$ cat src/rtl/video_stream_gen.sv
// video_stream_gen
//   AXI4-Stream video test-pattern source. It stands in for the camera
//   pipeline output upstream of the gamma/debug stage. It emits complete
//   frames with video framing: tuser marks the first pixel of a frame and
//   tlast marks the last pixel of each line. Idle gaps follow every line and
//   every frame.
//
//   Optional feature macro: VSG_BURST_EN
//     defined   -> beats in a line are grouped into bursts of BURST_ON
//                  transfers. Each burst is followed by BURST_OFF idle cycles.
//     undefined -> tvalid is continuous for the whole line.
//
// Ports
//   clk                  in   clock, rising edge
//   rstn                 in   asynchronous active-low reset
//   enable               in   run request; sampled in IDLE and at frame end
//   pattern[1:0]         in   0 ramp, 1 colour bars, 2 checker, 3 flat;
//                             latched at frame start
//   m_axis_video_tready  in   downstream ready
//   m_axis_video_tdata   out  {2'b00, R[9:0], G[9:0], B[9:0]}
//   m_axis_video_tvalid  out  beat valid
//   m_axis_video_tuser   out  start of frame (x==0, y==0)
//   m_axis_video_tlast   out  end of line (x==H_ACTIVE-1)
//   frame_count[15:0]    out  completed frames, wraps
//   busy                 out  high whenever the FSM is not in IDLE
module video_stream_gen #(
  parameter int H_ACTIVE  = 640,
  parameter int V_ACTIVE  = 480,
  parameter int LINE_GAP  = 1750,
  parameter int FRAME_GAP = 500000,
  parameter int BURST_ON  = 4,
  parameter int BURST_OFF = 3
) (
  input  logic        clk,
  input  logic        rstn,
  input  logic        enable,
  input  logic [1:0]  pattern,
  input  logic        m_axis_video_tready,
  output logic [31:0] m_axis_video_tdata,
  output logic        m_axis_video_tvalid,
  output logic        m_axis_video_tuser,
  output logic        m_axis_video_tlast,
  output logic [15:0] frame_count,
  output logic        busy
);

  localparam int XW      = $clog2(H_ACTIVE);
  localparam int YW      = (V_ACTIVE > 1) ? $clog2(V_ACTIVE) : 1;
  localparam int BAR_LEN = H_ACTIVE / 8;
  localparam int BW      = (BAR_LEN > 1) ? $clog2(BAR_LEN) : 1;
  localparam int MAX_GAP = (LINE_GAP > FRAME_GAP) ? LINE_GAP : FRAME_GAP;
  localparam int GW      = (MAX_GAP > 1) ? $clog2(MAX_GAP) : 1;

  localparam logic [XW-1:0] X_LAST    = XW'(H_ACTIVE - 1);
  localparam logic [YW-1:0] Y_LAST    = YW'(V_ACTIVE - 1);
  localparam logic [BW-1:0] BAR_LAST  = BW'(BAR_LEN - 1);
  localparam logic [GW-1:0] LGAP_LAST = GW'(LINE_GAP - 1);
  localparam logic [GW-1:0] FGAP_LAST = GW'(FRAME_GAP - 1);

  localparam logic [1:0] S_IDLE = 2'd0;
  localparam logic [1:0] S_LINE = 2'd1;
  localparam logic [1:0] S_LGAP = 2'd2;
  localparam logic [1:0] S_FGAP = 2'd3;

  // Elaboration-time parameter range checks.
  if (H_ACTIVE < 8 || (H_ACTIVE % 8) != 0 || V_ACTIVE < 1 ||
      LINE_GAP < 1 || FRAME_GAP < 1 || BURST_ON < 1 || BURST_OFF < 1) begin : g_param_chk
    $error("video_stream_gen: parameter out of range");
  end

  logic [1:0]    state_q, state_d;
  logic [XW-1:0] x_q, x_d;
  logic [YW-1:0] y_q, y_d;
  logic [3:0]    ramp_q, ramp_d;
  logic [2:0]    bar_q, bar_d;
  logic [BW-1:0] bar_px_q, bar_px_d;
  logic [GW-1:0] gap_q, gap_d;
  logic [1:0]    pat_q, pat_d;
  logic [15:0]   frame_cnt_q, frame_cnt_d;

  logic line_valid;
  logic xfer;
  logic last_beat;

  assign xfer      = line_valid & m_axis_video_tready;
  assign last_beat = (x_q == X_LAST);

`ifdef VSG_BURST_EN
  localparam int BCW = (BURST_ON > 1) ? $clog2(BURST_ON) : 1;
  localparam int OCW = (BURST_OFF > 1) ? $clog2(BURST_OFF) : 1;
  localparam logic [BCW-1:0] ON_LAST  = BCW'(BURST_ON - 1);
  localparam logic [OCW-1:0] OFF_LAST = OCW'(BURST_OFF - 1);

  logic [BCW-1:0] burst_cnt_q, burst_cnt_d;
  logic [OCW-1:0] off_cnt_q, off_cnt_d;
  logic           off_q, off_d;

  assign line_valid = (state_q == S_LINE) && !off_q;

  // The burst phase only lives inside LINE. Leaving LINE clears it, so every
  // line starts with a full burst. The off phase has no beats, so it counts
  // cycles rather than transfers.
  always_comb begin
    burst_cnt_d = burst_cnt_q;
    off_cnt_d   = off_cnt_q;
    off_d       = off_q;
    if (state_q != S_LINE) begin
      burst_cnt_d = '0;
      off_cnt_d   = '0;
      off_d       = 1'b0;
    end else if (off_q) begin
      if (off_cnt_q == OFF_LAST) begin
        off_cnt_d = '0;
        off_d     = 1'b0;
      end else begin
        off_cnt_d = off_cnt_q + OCW'(1);
      end
    end else if (xfer) begin
      if (last_beat) begin
        burst_cnt_d = '0;
      end else if (burst_cnt_q == ON_LAST) begin
        burst_cnt_d = '0;
        off_cnt_d   = '0;
        off_d       = 1'b1;
      end else begin
        burst_cnt_d = burst_cnt_q + BCW'(1);
      end
    end
  end

  always_ff @(posedge clk or negedge rstn) begin
    if (!rstn) begin
      burst_cnt_q <= '0;
      off_cnt_q   <= '0;
      off_q       <= 1'b0;
    end else begin
      burst_cnt_q <= burst_cnt_d;
      off_cnt_q   <= off_cnt_d;
      off_q       <= off_d;
    end
  end
`else
  assign line_valid = (state_q == S_LINE);
`endif

  always_comb begin
    state_d     = state_q;
    x_d         = x_q;
    y_d         = y_q;
    ramp_d      = ramp_q;
    bar_d       = bar_q;
    bar_px_d    = bar_px_q;
    gap_d       = gap_q;
    pat_d       = pat_q;
    frame_cnt_d = frame_cnt_q;
    case (state_q)
      S_IDLE: begin
        if (enable) begin
          state_d  = S_LINE;
          pat_d    = pattern;
          x_d      = '0;
          y_d      = '0;
          ramp_d   = '0;
          bar_d    = '0;
          bar_px_d = '0;
        end
      end
      S_LINE: begin
        if (xfer) begin
          ramp_d = ramp_q + 4'd1;
          if (last_beat) begin
            x_d      = '0;
            bar_d    = '0;
            bar_px_d = '0;
            gap_d    = '0;
            if (y_q == Y_LAST) begin
              state_d     = S_FGAP;
              frame_cnt_d = frame_cnt_q + 16'd1;
            end else begin
              state_d = S_LGAP;
            end
          end else begin
            x_d = x_q + XW'(1);
            // Bar index tracks x/(H_ACTIVE/8) incrementally.
            if (bar_px_q == BAR_LAST) begin
              bar_px_d = '0;
              bar_d    = bar_q + 3'd1;
            end else begin
              bar_px_d = bar_px_q + BW'(1);
            end
          end
        end
      end
      S_LGAP: begin
        if (gap_q == LGAP_LAST) begin
          gap_d   = '0;
          x_d     = '0;
          y_d     = y_q + YW'(1);
          state_d = S_LINE;
        end else begin
          gap_d = gap_q + GW'(1);
        end
      end
      default: begin
        if (gap_q == FGAP_LAST) begin
          gap_d = '0;
          if (enable) begin
            state_d  = S_LINE;
            pat_d    = pattern;
            x_d      = '0;
            y_d      = '0;
            ramp_d   = '0;
            bar_d    = '0;
            bar_px_d = '0;
          end else begin
            state_d = S_IDLE;
          end
        end else begin
          gap_d = gap_q + GW'(1);
        end
      end
    endcase
  end

  always_ff @(posedge clk or negedge rstn) begin
    if (!rstn) begin
      state_q     <= S_IDLE;
      x_q         <= '0;
      y_q         <= '0;
      ramp_q      <= '0;
      bar_q       <= '0;
      bar_px_q    <= '0;
      gap_q       <= '0;
      pat_q       <= '0;
      frame_cnt_q <= '0;
    end else begin
      state_q     <= state_d;
      x_q         <= x_d;
      y_q         <= y_d;
      ramp_q      <= ramp_d;
      bar_q       <= bar_d;
      bar_px_q    <= bar_px_d;
      gap_q       <= gap_d;
      pat_q       <= pat_d;
      frame_cnt_q <= frame_cnt_d;
    end
  end

  // Bit 4 of x/y for the checker. A dimension too narrow to have a bit 4
  // reads it as 0.
  logic x_b4, y_b4;
  if (XW > 4) begin : g_xb4
    assign x_b4 = x_q[4];
  end else begin : g_xb4_zero
    assign x_b4 = 1'b0;
  end
  if (YW > 4) begin : g_yb4
    assign y_b4 = y_q[4];
  end else begin : g_yb4_zero
    assign y_b4 = 1'b0;
  end

  // Pixel data depends only on registered state, so it holds steady while
  // a beat is stalled.
  logic [9:0] r_c, g_c, b_c;
  always_comb begin
    r_c = '0;
    g_c = '0;
    b_c = '0;
    case (pat_q)
      2'd0: begin
        r_c = {ramp_q, 6'b0};
        g_c = r_c;
        b_c = r_c;
      end
      2'd1: begin
        r_c = bar_q[2] ? 10'h3FF : 10'h000;
        g_c = bar_q[1] ? 10'h3FF : 10'h000;
        b_c = bar_q[0] ? 10'h3FF : 10'h000;
      end
      2'd2: begin
        r_c = (x_b4 ^ y_b4) ? 10'h3FF : 10'h000;
        g_c = r_c;
        b_c = r_c;
      end
      default: begin
        r_c = {frame_cnt_q[3:0], 6'b0};
        g_c = r_c;
        b_c = r_c;
      end
    endcase
  end

  assign m_axis_video_tvalid = line_valid;
  assign m_axis_video_tdata  = line_valid ? {2'b00, r_c, g_c, b_c} : 32'd0;
  assign m_axis_video_tuser  = line_valid && (x_q == '0) && (y_q == '0);
  assign m_axis_video_tlast  = line_valid && last_beat;
  assign frame_count         = frame_cnt_q;
  assign busy                = (state_q != S_IDLE);

endmodule

$ cat config.mk
export PLATFORM = sky130hd
export DESIGN_NAME = video_stream_gen
export DESIGN_NICKNAME = d
export VERILOG_FILES = /design/src/rtl/video_stream_gen.sv
export SDC_FILE = /design/constraint.sdc
export NUM_CORES = 1
export LEC_CHECK = 0
export CAP_MARGIN = 20
export CELL_PAD_IN_SITES_DETAIL_PLACEMENT = 2
export CELL_PAD_IN_SITES_GLOBAL_PLACEMENT = 2
export CORE_MARGIN = 1.5
export CORE_UTILIZATION = 30
export DETAILED_ROUTE_END_ITERATION = 10
export PLACE_DENSITY_LB_ADDON = 0.12
export SETUP_SLACK_MARGIN = 0.5
export SLEW_MARGIN = 20
export SYNTH_ARGS = -nofsm -noshare
export SYNTH_HDL_FRONTEND = slang
export SYNTH_SLANG_ARGS = --single-unit
$ cat constraint.sdc
create_clock -name clk -period 2.95 [get_ports clk]
set_input_delay 0.4425 -clock clk [delete_from_list [all_inputs] [get_ports clk]]
set_output_delay 0.4425 -clock clk [all_outputs]
set_load 0.005 [all_outputs]
==> summary.txt <==
Run status
  – Status: finished clean

Pwr
  – Comb pwr share: 19.4%
  – Share of power burned in registers: 40.5%
  – Internal power: 2.10 mW
  – Pwr dens: 498 nW/um^2
  – Static Leak: 2.57 nW
  – Worst vdd ir: 0.261 mV
  – Total Power Consumption: 3.00 mW
  – Sw frac: 30.0%
  – Clock Power Share: 40.1%
  – NetSw: 901 uW

STA
  – Worst hold slack: 41.4 ps
  – Final Max Slew Viols: 0
  – Setup Skew: 7.10 ps
  – Setup Viol. Count Final: 0
  – Fmax: 408 MHz
  – RSZ-0062 raised after global routing: yes
  – Tcrit/Tclk final: 83.1%
  – Hold violation total from the final report: 0
  – Fin worst setup slack: 497 ps
  – Setup TNS Final: 0 ps
  – Final Critical Period: 2450 ps
  – Slew @ Worst Pin: 674 ps
  – Relative slew margins: 55.1%

Drt
  – Total routed wirelength: 15.4 mm
  – Via count: 4207
  – Detailed Routing Iterations Pass 1: 4
  – Antenna Nets Post-Route: 0
  – Routed vias/inst: 5.46
  – Routed length per instance: 20.0 um
  – DR iter-0 viols: 150
  – DRC: 0

Floorplan
  – Starting Density: 30.6%
  – # rows: 45
  – IO Count: 58
  – Die ar.: 16100 um^2
  – Die Height: 127 um
  – Core area: 15100 um^2
  – Die span in x: 127 um

Final layout
  – Multi-input gate area: 2810 um^2
  – ANT cells: 0
  – FF+latch area: 1810 um^2
  – Filler instances: 1639
  – Fin util: 40.0%
  – Share of post-route cells with drive strength above 1: 22.3%
  – Post-route cell area: 6030 um^2
  – Area Growth Syn to Fin: 30.7%
  – Post-Layout Cell Count: 770
  – Final net count: 597

Setup path
  – Kind of critical path: reg -> reg
  – Max FO, Critical Path: 9
  – Worst Setup End Kind: flip-flop
  – Reg2Reg Depth: 7
  – Critical Path RT: 3220 ps
  – Crit path buf inv count: 1
  – Family with the most delay on the worst path: simple AND/OR/NAND/NOR gates
  – CP max stage cell: or4b_4
  – Cell Chain, Critical Path: inv_1 > ha_1 > or4b_4 > nor3_4 > nand3_2 > a2111oi_2 > mux2i_1
  – CP peak stage delay: 500 ps
  – Critical path arrival: 2730 ps
  – Startpoint class of the critical path: flip-flop
  – Worst path depth: 7

Placed design
  – Placed cells: 737
  – Dpl cell area: 5330 um^2
  – Pre-CTS worst setup slack: 112 ps
  – Gpl congestion: 0.823
  – Post-detail-place hpwl: 10.7 mm
  – Port bufs: 55

Logic synthesis
  – Netlist cell types: 68
  – Ys async rst share: 100%
  – Cells after Synth: 512
  – Mean Syn Cell Area: 9.01 um^2
  – EDFF count, synth: 0
  – Register area share after synthesis: 39.1%
  – Synth top area cells: dfrtp_1 (39%), nor2_1 (4.6%), xnor2_1 (4.0%), ha_1 (3.8%), nand2_1 (3.3%)
  – FF+latch count, synth: 72
  – Top-area cell type share of the netlist area: 39.1%
  – Leading area contributor after synthesis: dfrtp_1
  – Ys flop type: dfrtp_1
  – Leading cell types by count after synthesis: dfrtp_1 (72), nor2_1 (57), nand2_1 (41)
  – Cell area after synthesis: 4610 um^2
  – Syn. warnings: 0
  – Top-count cell post-synth: dfrtp_1

GRT
  – Vias in the first global route: 4585
  – Total GRT Usage: 20.1%
  – Largest net degree at the start of global routing: 73
  – Global-route wire length before repair: 25.4 mm
  – GR Overflow Total: 0
  – Initial antenna violation count: 0

Run
  – Max cap viols: 0

CTS
  – Clk buf depth: 2
  – H-tree Lvls: 3
  – # hold bufs at CTS: 0
  – Clock transition at the registers of the reported paths: 60 ps
  – Worst-Skew Late Latency: 350 ps
  – CTS Root Cell: clkbuf_16
  – Sink Count: 72
  – TritonCTS clock tree: built
  – Number of buffers created by CTS: 9

Min path
  – Worst Hold Class: in -> async
## path summary, 6_finish.rpt
check,start,to,slack (ps)
setup / recovery,gap_q[1],y_q[6],500
hold / removal,rstn,bar_px_q[2],40
setup reg to reg,gap_q[1],y_q[6],500
hold reg to reg,frame_count[15],frame_count[15],460
max in group asynchronous,rstn,x_q[0],2290
min in group clk,frame_count[15],frame_count[15],460
## routing by layer
| metal | up-vias | GRT usage [%] | routed length (um) |
|---|---|---|---|
| met5 | - | 0 | 0 |
| met4 | 0 | 6.75 | 212 |
| met3 | 13 | 2.76 | 467 |
| met2 | 79 | 34.3 | 7560 |
| met1 | 2123 | 26.3 | 7160 |
| li1 | 1992 | - | - |
## final cells by class
cell class              count  area share, %
inverters                  19           1.18
clock buffers               9           3.74
repair buffers             91           12.9
well taps                 188           3.90
clock inverters             7           1.60
multi-input cells         384           46.6
flip-flops and latches     72           30.0
## placed cells by master (no fill, tap or decap), types with 13 or more instances in the layout
cell             instances
buf_4                   35
nand3_1                 17
xnor2_1                 20
clkdlybuf4s50_1         22
inv_1                   18
dlygate4sd2_1           25
nand4_1                 15
o21ai_0                 20
nor2_1                  52
dfrtp_1                 67
ha_1                    13
o31ai_1                 14
nand2_1                 41
## worst reg2reg max path: stages (launching register included)
cell       delay (ps)
dfrtp_1           420
inv_1              80
ha_1              140
or4b_4            500
nor3_4            280
nand3_2           290
a2111oi_2         440
mux2i_1           230
## repair_timing
action                     4_1_cts  5_1_grt
pin swaps                        5        9
resized for setup               65       42
setup endpoints to repair       67       63
setup buffers                   14        2
## power groups by stage
stage | sequential, mW | clock (mW) | combinational, mW
6_report | 1.22 | 1.20 | 0.581
4_1_cts | 1.21 | 1.24 | 0.546
2_1_floorplan | 1.18 | 0 | 0.331
5_1_grt | 1.23 | 1.27 | 0.652
3_5_place_dp | 1.23 | 0 | 0.548
3_3_place_gp | 1.22 | 0 | 0.525
## flip-flops by register name, summed over array words and instances, names as in the netlist
name         flops
y_q              9
x_q             10
gap_q           19
state_q          2
pat_q            2
bar_px_q         7
ramp_q           4
frame_count     16
bar_q            3
## kinds of logic (layout without fill, tap and decap cells)
logic type               Yosys count  in the layout  synth area share (%)
multiplexers                      13             13                  2.93
buffers and inverters             57            126                  6.24
AND/OR/NAND/NOR                  224            224                  26.2
XOR/XNOR                          28             28                  5.32
flip-flops                        72             72                  39.1
AO/OA/AOI/OAI                    103            103                  16.4
other                              1              2                0.0813
adder cells (fa/ha/maj)           14             14                  3.80
Power figures use the tool's default switching activity.
